<file path="config.mk">
export PLATFORM = sky130hd
export DESIGN_NAME = piso_serializer
export DESIGN_NICKNAME = d
export VERILOG_FILES = /design/src/rtl/piso_pkg.sv /design/src/rtl/piso_serializer_parity_calc.sv /design/src/rtl/piso_serializer.sv
export SDC_FILE = /design/constraint.sdc
export NUM_CORES = 1
export LEC_CHECK = 0
export BUFFER_PORTS_ARGS = -buffer_cell sky130_fd_sc_hd__clkbuf_2
export CAP_MARGIN = 10
export CORE_UTILIZATION = 55
export DETAILED_ROUTE_END_ITERATION = 6
export HOLD_SLACK_MARGIN = 0.1
export PLACE_DENSITY = 0.82
export SETUP_SLACK_MARGIN = 0.05
export SYNTH_ARGS = -nofsm -noshare
export SYNTH_HDL_FRONTEND = slang
export SYNTH_SLANG_ARGS = --single-unit
</file>
<file path="constraint.sdc">
create_clock -name clk -period 2.17 [get_ports clk]
set_clock_uncertainty 0.05 [all_clocks]
set_input_delay 0.5425 -clock clk [delete_from_list [all_inputs] [get_ports clk]]
set_output_delay 0.5425 -clock clk [all_outputs]
set_load 0.02 [all_outputs]
</file>
<file path="src/rtl/piso_pkg.sv">
// Shared FSM state type and default width for the PISO serializer.
// Macro PISO_PARITY_EN adds the PARITY state to the enum.
package piso_pkg;

    localparam int PISO_DEFAULT_WIDTH = 8;

`ifdef PISO_PARITY_EN
    typedef enum logic [1:0] {
        ST_IDLE   = 2'd0,
        ST_SHIFT  = 2'd1,
        ST_PARITY = 2'd2
    } piso_state_t;
`else
    typedef enum logic [1:0] {
        ST_IDLE  = 2'd0,
        ST_SHIFT = 2'd1
    } piso_state_t;
`endif

endpackage

</file>
<file path="src/rtl/piso_serializer_parity_calc.sv">
// Even-parity (XOR reduce) of a WIDTH-bit word; used only when PISO_PARITY_EN
// is defined.
module parity_calc #(
    parameter int WIDTH = 8
) (
    input  logic [WIDTH-1:0] data,
    output logic             parity
);

    function automatic logic even_parity(input logic [WIDTH-1:0] d);
        return ^d;
    endfunction

    assign parity = even_parity(data);

endmodule

</file>
<file path="src/rtl/piso_serializer.sv">
// Parallel-in serial-out serializer with valid/ready load and framing flags.
// Define PISO_PARITY_EN to append an even-parity bit to every frame.
module piso_serializer
    import piso_pkg::*;
#(
    parameter int WIDTH     = PISO_DEFAULT_WIDTH,
    parameter int MSB_FIRST = 1
) (
    input  logic             clk,
    input  logic             reset,
    input  logic             en,
    input  logic [WIDTH-1:0] load_data,
    input  logic             load_valid,
    output logic             load_ready,
    output logic             sout,
    output logic             sout_valid,
    output logic             frame_start,
    output logic             frame_end,
    output logic             busy
);

    // Counter must reach WIDTH when the parity slot follows the data bits.
    localparam int               CNT_W    = $clog2(WIDTH + 1);
    localparam logic [CNT_W-1:0] LAST_IDX = CNT_W'(WIDTH - 1);
    localparam logic [CNT_W-1:0] CNT_ZERO = CNT_W'(0);
    localparam logic [CNT_W-1:0] CNT_ONE  = CNT_W'(1);

    piso_state_t      state_r;
    piso_state_t      state_next_s;
    logic [WIDTH-1:0] shreg_r;
    logic [WIDTH-1:0] shreg_shift_s;
    logic [CNT_W-1:0] cnt_r;
    logic             head_s;
    logic             data_last_s;
    logic             last_bit_s;
    logic             transfer_s;

    assign head_s        = (MSB_FIRST != 0) ? shreg_r[WIDTH-1] : shreg_r[0];
    assign shreg_shift_s = (MSB_FIRST != 0) ? {shreg_r[WIDTH-2:0], 1'b0}
                                            : {1'b0, shreg_r[WIDTH-1:1]};
    assign data_last_s   = (state_r == ST_SHIFT) && (cnt_r == LAST_IDX);
    assign transfer_s    = load_valid && load_ready;

`ifdef PISO_PARITY_EN
    logic par_s;
    logic par_r;

    parity_calc #(.WIDTH(WIDTH)) u_parity_calc (
        .data   (load_data),
        .parity (par_s)
    );

    assign last_bit_s = (state_r == ST_PARITY);

    // Parity of the captured word, held until the parity slot is sent.
    always_ff @(posedge clk) begin
        if (reset) begin
            par_r <= 1'b0;
        end else if (transfer_s) begin
            par_r <= par_s;
        end
    end
`else
    assign last_bit_s = data_last_s;
`endif

    // Handshake and serial outputs, all decoded from registered state.
    always_comb begin
        load_ready  = en && ((state_r == ST_IDLE) || last_bit_s);
        busy        = (state_r != ST_IDLE);
        sout_valid  = busy;
        frame_start = busy && (cnt_r == CNT_ZERO);
        frame_end   = busy && last_bit_s;
        sout        = 1'b0;
        case (state_r)
            ST_SHIFT:  sout = head_s;
`ifdef PISO_PARITY_EN
            ST_PARITY: sout = par_r;
`endif
            default:   sout = 1'b0;
        endcase
    end

    // Next-state logic; only enabled cycles can move the FSM.
    always_comb begin
        state_next_s = state_r;
        if (en) begin
            case (state_r)
                ST_IDLE: begin
                    if (transfer_s) begin
                        state_next_s = ST_SHIFT;
                    end else begin
                        state_next_s = ST_IDLE;
                    end
                end
                ST_SHIFT: begin
                    if (data_last_s) begin
`ifdef PISO_PARITY_EN
                        state_next_s = ST_PARITY;
`else
                        state_next_s = transfer_s ? ST_SHIFT : ST_IDLE;
`endif
                    end else begin
                        state_next_s = ST_SHIFT;
                    end
                end
`ifdef PISO_PARITY_EN
                ST_PARITY: begin
                    state_next_s = transfer_s ? ST_SHIFT : ST_IDLE;
                end
`endif
                default: state_next_s = ST_IDLE;
            endcase
        end else begin
            state_next_s = state_r;
        end
    end

    // FSM state register; reset is not gated by en.
    always_ff @(posedge clk) begin
        if (reset) begin
            state_r <= ST_IDLE;
        end else if (en) begin
            state_r <= state_next_s;
        end
    end

    // Shift register and bit counter; a new capture overrides the shift.
    always_ff @(posedge clk) begin
        if (reset) begin
            shreg_r <= {WIDTH{1'b0}};
            cnt_r   <= CNT_ZERO;
        end else if (en) begin
            if (transfer_s) begin
                shreg_r <= load_data;
                cnt_r   <= CNT_ZERO;
            end else if (state_next_s == ST_IDLE) begin
                shreg_r <= {WIDTH{1'b0}};
                cnt_r   <= CNT_ZERO;
            end else if (state_r == ST_SHIFT) begin
                shreg_r <= shreg_shift_s;
                cnt_r   <= cnt_r + CNT_ONE;
            end
        end
    end

endmodule
</file>
After elaboration in Yosys (flattened, before gate mapping)
Index checks and enable logic that the tools add are counted.
W data, S select, Z words.
Word-level totals
  input port bits: 12
  output and inout port bits: 6
  word-level logic and storage cells: 29
  flip-flop bits (word level): 14
Cells by class
  equality and inequality tests: 2
  mux-type cells: 11
  add/sub/neg operators: 1
  reduce and logical (&&, ||, !) cells: 12
Operators by type and width (count)
  $mux W8: 3
  $mux W4: 3
  $logic_and A1 B1 Y1: 5
  $add A4 B1 Y4 const B: 1
  $eq A4 B3 Y1 const B: 1
  $logic_not A2 Y1: 2
  $logic_not A4 Y1: 1
  $mux W1: 3
  $reduce_bool A3 Y1: 1
  $eq A2 B1 Y1 const B: 1
  $mux W2: 1
  $pmux W1 S2: 1
  $reduce_and A2 Y1: 1
  $reduce_bool A2 Y1: 1
  $logic_or A1 B1 Y1: 1

Logic depth before layout (Yosys ltp)
Gate-level depths: netlist of run 1.
  word-level depth: 12
  gate-level depth with buffers: 6
  mapped depth without buffers: 4

Worst setup path before layout of run 1
OpenSTA, ideal clock, no wires.
  path type: register to output
  start point: register cnt_r[0]
  end point: output load_ready
  stages on the path, launching flop included: 6
  data arrival time: 1.324 ns
  data required time: 1.577 ns
  setup slack: 0.253 ns
  cell sequence: dfxtp_1 ha_1 nand3b_4 buf_6 buf_4 a21oi_1
Between the ends
  word-level cells in the longest chain between the ends: 4
Ends and longest elaborated chain
  from (decl): RTL line piso_serializer.sv:32  | logic [CNT_W-1:0] cnt_r;
  from (signal assigned): RTL line piso_serializer.sv:142  | cnt_r <= cnt_r + CNT_ONE;
  $eq A4 B3 Y1: RTL line piso_serializer.sv:41  | assign data_last_s = (state_r == ST_SHIFT) && (cnt_r == LAST_IDX);
  $logic_and A1 B1 Y1: RTL line piso_serializer.sv:41
  $logic_or A1 B1 Y1: RTL line piso_serializer.sv:69  | load_ready = en && ((state_r == ST_IDLE) || last_bit_s);
  $logic_and A1 B1 Y1: RTL line piso_serializer.sv:69
  to (decl): RTL line piso_serializer.sv:14  | output logic load_ready,
No other way between the ends.

Worst setup path after layout of run 1
Same ends and word-level chain as after synthesis.

==> out/results.ini, run 1 <==
[clock_tree]
cts_tree = done
cts_root_buf = clkbuf_4
clock_path_buffers = 2
cts_buffers = 3
htree_levels = 1
post_cts_buffers = 0
clkTransAtPathRegs_ns = 0.09
clock_sinks = 14
ctsHoldBuffers = 0
clock_latency_ns = 0.28

[global_routing]
grt_start_max_net_pins = 22
grt.total_usage_pct = 25.5
grt_antenna_before_repair = 0
grt_pass1_vias = 590
grt_pass1_wl_mm = 2.69
overflow = 0

[floorplan]
start_util_pct = 60.4
coreArea_sq_um = 1320
dieArea_sq_um = 1600
die_w_microns = 40.0
boundaryPins = 18
die_y_microns = 40.0
rows = 13

[finish]
drive_above_1_share_pct = 25.7
areaGrowthSynthToFinish_pct = 15.7
insertedDiodeCount = 0
fin_util_pct = 69.9
layout.nets = 128
final_cells = 128

[route]
viasPerCell = 6.20
ant_nets = 0
wirelength_mm = 1.89
first_iter_violations = 29
wire_per_inst_microns = 14.8
vias = 794
drt_pass1_iterations = 4
drc = 0

[sta]
finalCritPeriodShare_pct = 95.1
period_minus_slack_ns = 2.06
hold_violations = 0
rsz0062_at_grt = false
fmax_mhz = 485
slew_violations = 0
maxSlewHeadroom_pct = 73.6
final.setup.tns_ns = 0
setup_viol = 0
tightest_slew_ns = 0.396

[pwr]
p_leak_nw = 0.411
finalPower_uw = 565
peakVddDrop_v = 0.000337
power_density_nw_per_um2 = 614

[worst_setup_path]
cp_data_required_time_ns = 1.58
reg2reg_to = shreg_r[6]$_SDFFE_PP0P_
end_kind = primary output
arrival_ns = 1.47
reg2reg_slack_ns = 0.60
path_class = flip-flop to primary output
critPathLaunchType = flip-flop
worst-path-max-fanout = 11
reg2reg_from = cnt_r[0]$_SDFFE_PP0P_
ff2ff_path_depth = 4

[synthesis]
postSynthCellCount = 98
syn_area_sq_um = 796
synth_cell_type_count = 28
ys_seq_area_share_pct = 35.2
synth-seq-cells = 14
syn_avg_cell_area_sq_um = 8.12
synth_warnings = 0
synth_nets = 112

[min_path]
holdCritStartpoint = shreg_r[0]$_SDFFE_PP0P_
whs_endpoint = shreg_r[0]$_SDFFE_PP0P_
hold_depth = 2
min_path_type = flip-flop to flip-flop

[status]
status = finished, final reports clean

[placed_design]
port_buffers = 17
dpl.hpwl_mm = 1.20
dpl.cell_count = 123
gp_congestion = 0.806

[run]
max_cap_viol_count = 0

==> worst max-delay path, cell delays in order, from the launching register on <==
cell,delay [ns]
dfxtp_1,0.38
ha_2,0.26
nand3b_4,0.17
a21oi_2,0.20
clkbuf_2,0.18
==> cells in the mapped netlist <==
cell | instances | area, sq um
a211o_1 | 8 | 70.1
a21oi_1 | 6 | 30.0
o21ai_0 | 1 | 5.00
a2bb2oi_1 | 1 | 8.76
nand3b_4 | 1 | 20.0
a311oi_1 | 7 | 61.3
inv_1 | 3 | 11.3
nand2_1 | 13 | 48.8
nor3b_1 | 2 | 15.0
buf_4 | 2 | 15.0
nand4_1 | 3 | 18.8
clkbuf_1 | 5 | 18.8
nand2b_1 | 1 | 6.26
and2_1 | 1 | 6.26
and2b_1 | 1 | 7.51
nand3_1 | 7 | 35.0
nand4b_1 | 1 | 8.76
ha_1 | 2 | 25.0
nand3b_1 | 2 | 15.0
dfxtp_1 | 14 | 280
or2_2 | 1 | 6.26
buf_6 | 1 | 11.3
and3_1 | 2 | 12.5
a31oi_1 | 1 | 6.26
clkbuf_2 | 1 | 5.00
nor2_1 | 8 | 30.0
buf_2 | 1 | 5.00
nor2b_1 | 2 | 12.5
==> cell usage in the layout (no fill, tap or decap), drive strengths merged <==
cell type / Yosys / routed
and3: 2 / 2
nand2: 13 / 13
nor2: 8 / 8
nand3: 7 / 7
nand4b: 1 / 1
o21ai: 1 / 1
inv: 3 / 3
a21oi: 6 / 6
nand3b: 3 / 4
nor2b: 2 / 2
or2: 1 / 1
a2bb2oi: 1 / 1
a31oi: 1 / 1
a311oi: 7 / 7
buf: 4 / 3
dfxtp: 14 / 14
and2: 1 / 1
nand2b: 1 / 1
a211o: 8 / 8
nand4: 3 / 3
ha: 2 / 2
nor3b: 2 / 2
clkbuf: 6 / 21
and2b: 1 / 1
==> registers in the layout, indices dropped and copies added (netlist names) <==
name / flops
shreg_r: 8
cnt_r: 4
state_r: 2
==> metal layers <==
metal	track usage [%]	part of all wire (%)	wire length, microns	vias up
met5	0	0	0	-
met4	12.9	1.2	23	0
met3	3.33	8.6	163	4
met2	35.9	46	878	42
met1	37.3	44	827	362
li1	-	-	-	386
==> layout make-up <==
type | count | area (sq um)
multi-input cells | 72 | 467
fillers | 114 | 397
flip-flops and latches | 14 | 280
repair buffers | 20 | 108
clock buffers | 4 | 36.3
well taps | 15 | 18.8
inverters | 3 | 11.3
==> cell families (layout without fill, tap and decap cells) <==
family | after synthesis | count (layout) | synth area share [%]
AOI/OAI and AO/OA | 24 | 24 | 22.8
adders and majority gates | 2 | 2 | 3.14
buffers and inverters | 13 | 27 | 8.33
and+or+nand+nor | 45 | 46 | 30.5
DFF | 14 | 14 | 35.2
==> how the worst max path moves through the flow <==
stage          slack (ns)             startpoint    endpoint
3_5_place_dp         0.34  cnt_r[0]$_SDFFE_PP0P_  load_ready
4_1_cts              0.07  cnt_r[0]$_SDFFE_PP0P_  load_ready
3_3_place_gp         0.40  cnt_r[0]$_SDFFE_PP0P_  load_ready
5_1_grt              0.06  cnt_r[0]$_SDFFE_PP0P_  load_ready
2_1_floorplan        0.25  cnt_r[0]$_SDFFE_PP0P_  load_ready
6_report             0.11  cnt_r[0]$_SDFFE_PP0P_  load_ready
==> power by group <==
group | switching [mW] | total [mW] | internal, mW
Clock | 0.0883 | 0.190 | 0.102
Sequential | 0.00985 | 0.279 | 0.269
Combinational | 0.0556 | 0.0961 | 0.0405
==> metrics by stage <==
step	hold WS (ns)	cell area (sq um)	setup slack (ns)
4_1_cts	0.433	915	0.0725
3_3_place_gp	0.415	867	0.396
6_report	0.436	921	0.106
5_1_grt	0.449	921	0.0551
3_5_place_dp	0.420	867	0.342
2_1_floorplan	0.396	796	0.253
==> timing repair <==
action	4_1_cts	5_1_grt
resized for setup	0	2
cloned	1	0
endpoints found under the setup margin	1	1
(Power assumes the default switching activity.)
==> run 2: changes to the inputs <==
--- a/config.mk
+++ b/config.mk
@@ -5,12 +5,14 @@
 export SDC_FILE = /design/constraint.sdc
 export NUM_CORES = 1
 export LEC_CHECK = 0
+export ABC_AREA = 0
 export BUFFER_PORTS_ARGS = -buffer_cell sky130_fd_sc_hd__clkbuf_2
 export CAP_MARGIN = 10
-export CORE_UTILIZATION = 55
+export CORE_UTILIZATION = 58
+export CTS_BUF_LIST = sky130_fd_sc_hd__clkbuf_8
 export DETAILED_ROUTE_END_ITERATION = 6
 export HOLD_SLACK_MARGIN = 0.1
-export PLACE_DENSITY = 0.82
+export PLACE_DENSITY = 0.86
 export SETUP_SLACK_MARGIN = 0.05
 export SYNTH_ARGS = -nofsm -noshare
 export SYNTH_HDL_FRONTEND = slang
==> out/results.ini, run 2 (same netlist as run 1, synthesis figures left out) <==
[finish]
mostFrequentLayoutCells = clkbuf_2, nand2_1, dfxtp_1, nor2_1, a211o_1
drive_above_1_share_pct = 25.7  ; unchanged
layout.nets = 128  ; unchanged
fillers = 83  ; -27%
insertedDiodeCount = 0  ; unchanged
largest_reg_flops = 8  ; unchanged
final_common_cell = clkbuf_2
areaGrowthSynthToFinish_pct = 17.0
reg_top3 = shreg_r x8, cnt_r x4, state_r x2
design_area_sq_um = 931  ; +1.1%
top_register = shreg_r

[sta]
finalCritPeriodShare_pct = 93.3  ; -1.8 points
hold_violations = 0  ; unchanged
fmax_mhz = 494  ; +1.9%
rsz0062_at_grt = false
worst_slack_ns = 0.145  ; +0.0382 ns
slew_violations = 0  ; unchanged
whs_ns = 0.437  ; +0.000770 ns
setup_viol = 0  ; unchanged
period_minus_slack_ns = 2.03  ; -0.0382 ns
tightest_slew_ns = 0.285  ; -0.111 ns
final.setup.tns_ns = 0  ; unchanged
maxSlewHeadroom_pct = 81.0  ; +7.4 points

[pwr]
switching_share_pct = 25.4  ; -1.8 points
peakVddDrop_v = 0.000551  ; +64%
p_int_uw = 471  ; +14%
combPwrFrac_pct = 15.6  ; -1.4 points
p_sw_uw = 161  ; +4.5%
pwr-share-clk_pct = 40.3  ; +6.6 points
p_leak_nw = 0.423  ; +3.0%
p_seq_share_pct = 44.1  ; -5.2 points
power_density_nw_per_um2 = 679  ; +11%

[clock_tree]
cts_buffers = 3  ; unchanged
ctsHoldBuffers = 0  ; unchanged
clock_sinks = 14  ; unchanged
clock_latency_ns = 0.25  ; -0.03 ns
clkTransAtPathRegs_ns = 0.06  ; -0.03 ns
cts_tree = done
clock_path_buffers = 2  ; unchanged
cts_root_buf = clkbuf_8
post_cts_buffers = 0  ; unchanged
htree_levels = 1  ; unchanged

[floorplan]
die_y_microns = 39.0  ; -2.5%
rows = 12  ; -1
die_w_microns = 39.0  ; -2.5%
dieArea_sq_um = 1520  ; -4.9%
start_util_pct = 67.1  ; +6.7 points
boundaryPins = 18  ; unchanged
coreArea_sq_um = 1190  ; -10%

[route]
wirelength_mm = 2.01  ; +6.5%
ant_nets = 0  ; unchanged
drt_pass1_iterations = 5  ; +1
viasPerCell = 6.46  ; +4.1%
wire_per_inst_microns = 15.9  ; +7.3%
vias = 820  ; +3.3%
drc = 0  ; unchanged
first_iter_violations = 48  ; +66%

[global_routing]
overflow = 0  ; unchanged
grt_start_max_net_pins = 22  ; unchanged
grt_antenna_before_repair = 0  ; unchanged
grt_pass1_wl_mm = 3.03  ; +13%
grt.total_usage_pct = 29.5  ; +4.0 points
grt_pass1_vias = 676  ; +15%

[worst_setup_path]
reg2reg_to = shreg_r[7]$_SDFFE_PP0P_
arrival_ns = 1.43  ; -0.04 ns
cp_data_required_time_ns = 1.58  ; about the same
ff2ff_path_depth = 5  ; +1
path_class = flip-flop to primary output
critPathLaunchType = flip-flop
end_kind = primary output
worst-path-max-fanout = 9  ; -2
cp-startpoint = cnt_r[0]$_SDFFE_PP0P_
critical_path.endpoint = load_ready
reg2reg_from = cnt_r[0]$_SDFFE_PP0P_
reg2reg_slack_ns = 0.41  ; -0.19 ns

[placed_design]
dpl.hpwl_mm = 1.32  ; +10%
placed_area_sq_um = 873  ; +0.72%
dp_slack_ns = 0.377  ; +0.0350 ns
port_buffers = 17  ; unchanged
gp_congestion = 0.752  ; -6.7%

[min_path]
hold_depth = 2  ; unchanged
min_path_type = flip-flop to flip-flop

[status]
status = finished, final reports clean

[run]
max_cap_viol_count = 0  ; unchanged

## run 2: worst min path at each step
stage                                        from                 endpoint  slack, ns
after floorplan           shreg_r[0]$_SDFFE_PP0P_  shreg_r[0]$_SDFFE_PP0P_       0.40
after global placement    shreg_r[0]$_SDFFE_PP0P_  shreg_r[0]$_SDFFE_PP0P_       0.41
after detailed placement  shreg_r[0]$_SDFFE_PP0P_  shreg_r[0]$_SDFFE_PP0P_       0.43
after CTS                 shreg_r[0]$_SDFFE_PP0P_  shreg_r[0]$_SDFFE_PP0P_       0.44
after global routing      shreg_r[4]$_SDFFE_PP0P_  shreg_r[4]$_SDFFE_PP0P_       0.44
final                     shreg_r[4]$_SDFFE_PP0P_  shreg_r[4]$_SDFFE_PP0P_       0.44
## run 2: worst max-delay path, stage by stage, from the launching register on
cell and delay [ns]:
dfxtp_1 0.39, ha_1 0.26, nand3b_4 0.15, a21oi_1 0.19, clkbuf_2 0.19
## run 2: power by group through the flow
stage | logic, mW | registers [mW] | clock network [mW]
3_3_place_gp | 0.0922 | 0.282 | 0
6_report | 0.0985 | 0.279 | 0.255
5_1_grt | 0.105 | 0.280 | 0.265
4_1_cts | 0.0960 | 0.278 | 0.257
3_5_place_dp | 0.0951 | 0.283 | 0
2_1_floorplan | 0.0658 | 0.281 | 0
## run 2: through the flow
stage	total power, mW	std cells	utilization (%)
3_5_place_dp	0.379	123	73.6
4_1_cts	0.631	127	78.3
2_1_floorplan	0.346	98	-
6_report	0.632	127	78.5
5_1_grt	0.649	127	78.5
3_3_place_gp	0.375	123	73.6
## run 2: area by class of cell
| cell class | count | area, sq um | area share (%) |
|---|---|---|---|
| multi-input combinational | 71 | 450 | 48.4 |
| sequential | 14 | 282 | 30.2 |
| timing repair buffer | 21 | 115 | 12.4 |
| clock buffer | 4 | 55.1 | 5.91 |
| tap | 14 | 17.5 | 1.88 |
| inverter | 3 | 11.3 | 1.21 |
## run 2: routing by layer
layer | routed length [microns] | GRT usage, % | up-vias
met4 | 59 | 12.1 | 0
met5 | 0 | 0 | -
li1 | - | - | 382
met1 | 861 | 37.4 | 376
met3 | 180 | 5.78 | 11
met2 | 914 | 47.9 | 51
## run 2: timing repair
action / in CTS / in global routing
setup endpoints to repair: 0 / 2
gates resized for setup: 0 / 2
endpoints found under the hold margin: 0 / 0
==> run 3: changes to the inputs <==
--- a/config.mk
+++ b/config.mk
@@ -12,7 +12,7 @@
 export CTS_BUF_LIST = sky130_fd_sc_hd__clkbuf_8
 export DETAILED_ROUTE_END_ITERATION = 6
 export HOLD_SLACK_MARGIN = 0.1
-export PLACE_DENSITY = 0.86
+export PLACE_DENSITY = 0.85
 export SETUP_SLACK_MARGIN = 0.05
 export SYNTH_ARGS = -nofsm -noshare
 export SYNTH_HDL_FRONTEND = slang
==> out/results.ini, run 3 (same netlist as run 1, synthesis figures left out) <==
[status]
status = finished, final reports clean

[finish]
layout.nets = 129  ; +0.78%
drive_above_1_share_pct = 24.6  ; -1.1 points
insertedDiodeCount = 0  ; unchanged
final_common_cell = clkbuf_2
fillers = 84  ; +1.2%
top_register = shreg_r
mostFrequentLayoutCells = clkbuf_2, dfxtp_1, nand2_1, nor2_1, a211o_1
areaGrowthSynthToFinish_pct = 17.6
largest_reg_flops = 8  ; unchanged
reg_top3 = shreg_r x8, cnt_r x4, state_r x2

[worst_setup_path]
critPathLaunchType = flip-flop
path_class = flip-flop to primary output
cp-startpoint = cnt_r[1]$_SDFFE_PP0P_
ff2ff_path_depth = 5  ; unchanged
reg2reg_from = cnt_r[1]$_SDFFE_PP0P_
end_kind = primary output
arrival_ns = 1.38  ; -0.05 ns
worst-path-max-fanout = 9  ; unchanged
reg2reg_to = shreg_r[3]$_SDFFE_PP0P_
reg2reg_slack_ns = 0.46  ; +0.05 ns
critical_path.endpoint = load_ready
cp_data_required_time_ns = 1.58  ; about the same

[floorplan]
die_y_microns = 39.0  ; unchanged
start_util_pct = 67.1  ; unchanged
boundaryPins = 18  ; unchanged
coreArea_sq_um = 1190  ; unchanged
rows = 12  ; unchanged
dieArea_sq_um = 1520  ; unchanged
die_w_microns = 39.0  ; unchanged

[placed_design]
gp_congestion = 0.786  ; +4.4%
port_buffers = 17  ; unchanged
dpl.hpwl_mm = 1.31  ; -0.91%

[route]
ant_nets = 0  ; unchanged
vias = 801  ; -2.3%
drt_pass1_iterations = 4  ; -1
drc = 0  ; unchanged
wire_per_inst_microns = 15.1  ; -4.7%
wirelength_mm = 1.93  ; -4.0%
first_iter_violations = 38  ; -21%
viasPerCell = 6.26  ; -3.1%

[sta]
tightest_slew_ns = 0.302  ; +0.0167 ns
slew_violations = 0  ; unchanged
rsz0062_at_grt = false
final.setup.tns_ns = 0  ; unchanged
finalCritPeriodShare_pct = 91.0  ; -2.3 points
setup_viol = 0  ; unchanged
maxSlewHeadroom_pct = 79.9  ; -1.1 points
period_minus_slack_ns = 1.98  ; -0.0503 ns
hold_violations = 0  ; unchanged
fmax_mhz = 506  ; +2.5%

[clock_tree]
clkTransAtPathRegs_ns = 0.06  ; about the same
clock_latency_ns = 0.25  ; about the same
ctsHoldBuffers = 0  ; unchanged
clock_sinks = 14  ; unchanged
htree_levels = 1  ; unchanged
cts_root_buf = clkbuf_8
clock_path_buffers = 2  ; unchanged
cts_resized = 0  ; unchanged
cts_tree = done
cts_buffers = 3  ; unchanged
post_cts_buffers = 0  ; unchanged

[pwr]
p_leak_nw = 0.428  ; +1.2%
peakVddDrop_v = 0.000670  ; +21%
power_density_nw_per_um2 = 678  ; -0.16%
finalPower_uw = 634  ; +0.38%

[global_routing]
overflow = 0  ; unchanged
grt.total_usage_pct = 30.6  ; +1.2 points
grt_start_max_net_pins = 22  ; unchanged
grt_pass1_vias = 653  ; -3.4%
grt_pass1_wl_mm = 3.03  ; unchanged
grt_antenna_before_repair = 0  ; unchanged

[run]
max_cap_viol_count = 0  ; unchanged

[min_path]
min_path_type = flip-flop to flip-flop

## run 3: cell types whose count changed in the layout (fill, tap and decap cells not counted)
cell     delta
and2b_1     +1
and2b_2     -1
buf_4       +1
dfxtp_1     +1
dfxtp_2     -1
## run 3: final cells by class
type                            instances  area (sq um)  share of cell area, %
Multi-Input combinational cell         71           449                   48.0
Sequential cell                        14           280                   29.9
Timing Repair Buffer                   22           123                   13.1
Clock buffer                            4          55.1                   5.88
Tap cell                               14          17.5                   1.87
Inverter                                3          11.3                   1.20
## run 3: worst min-delay path by stage
stage                     cells after the start                    start                 endpoint
after floorplan                               2  shreg_r[0]$_SDFFE_PP0P_  shreg_r[0]$_SDFFE_PP0P_
after global placement                        2  shreg_r[0]$_SDFFE_PP0P_  shreg_r[0]$_SDFFE_PP0P_
after detailed placement                      2  shreg_r[0]$_SDFFE_PP0P_  shreg_r[0]$_SDFFE_PP0P_
after CTS                                     2  shreg_r[0]$_SDFFE_PP0P_  shreg_r[0]$_SDFFE_PP0P_
after global routing                          2  shreg_r[3]$_SDFFE_PP0P_  shreg_r[4]$_SDFFE_PP0P_
final                                         2  shreg_r[0]$_SDFFE_PP0P_  shreg_r[0]$_SDFFE_PP0P_
## run 3: per-layer routing
layer	track usage (%)	share of wire, %	up-vias
met5	0	0	-
met4	18.1	2.4	0
met3	3.47	8.5	5
met2	47.1	45	52
met1	40.4	44	359
li1	-	-	385
## run 3: power breakdown
part	internal [mW]	switching (mW)	total, mW
combinational	0.0406	0.0573	0.0979
clock	0.161	0.0983	0.259
sequential	0.269	0.00776	0.277
## run 3: metrics by stage
| stage | area, sq um | utilization (%) | hold slack (ns) | instances | setup WS, ns |
|---|---|---|---|---|---|
| 6_report | 936 | 78.9 | 0.428 | 128 | 0.195 |
| 5_1_grt | 936 | 78.9 | 0.453 | 128 | 0.123 |
| 4_1_cts | 936 | 78.9 | 0.427 | 128 | 0.198 |
| 3_5_place_dp | 881 | 74.3 | 0.420 | 124 | 0.468 |
| 3_3_place_gp | 881 | 74.3 | 0.414 | 124 | 0.523 |
| 2_1_floorplan | 796 | - | 0.396 | 98 | 0.253 |
## run 3: critical path, stage by stage (launching register included)
cell and delay [ns]:
dfxtp_1 0.37, ha_1 0.26, nand3b_4 0.15, a21oi_1 0.17, clkbuf_2 0.18
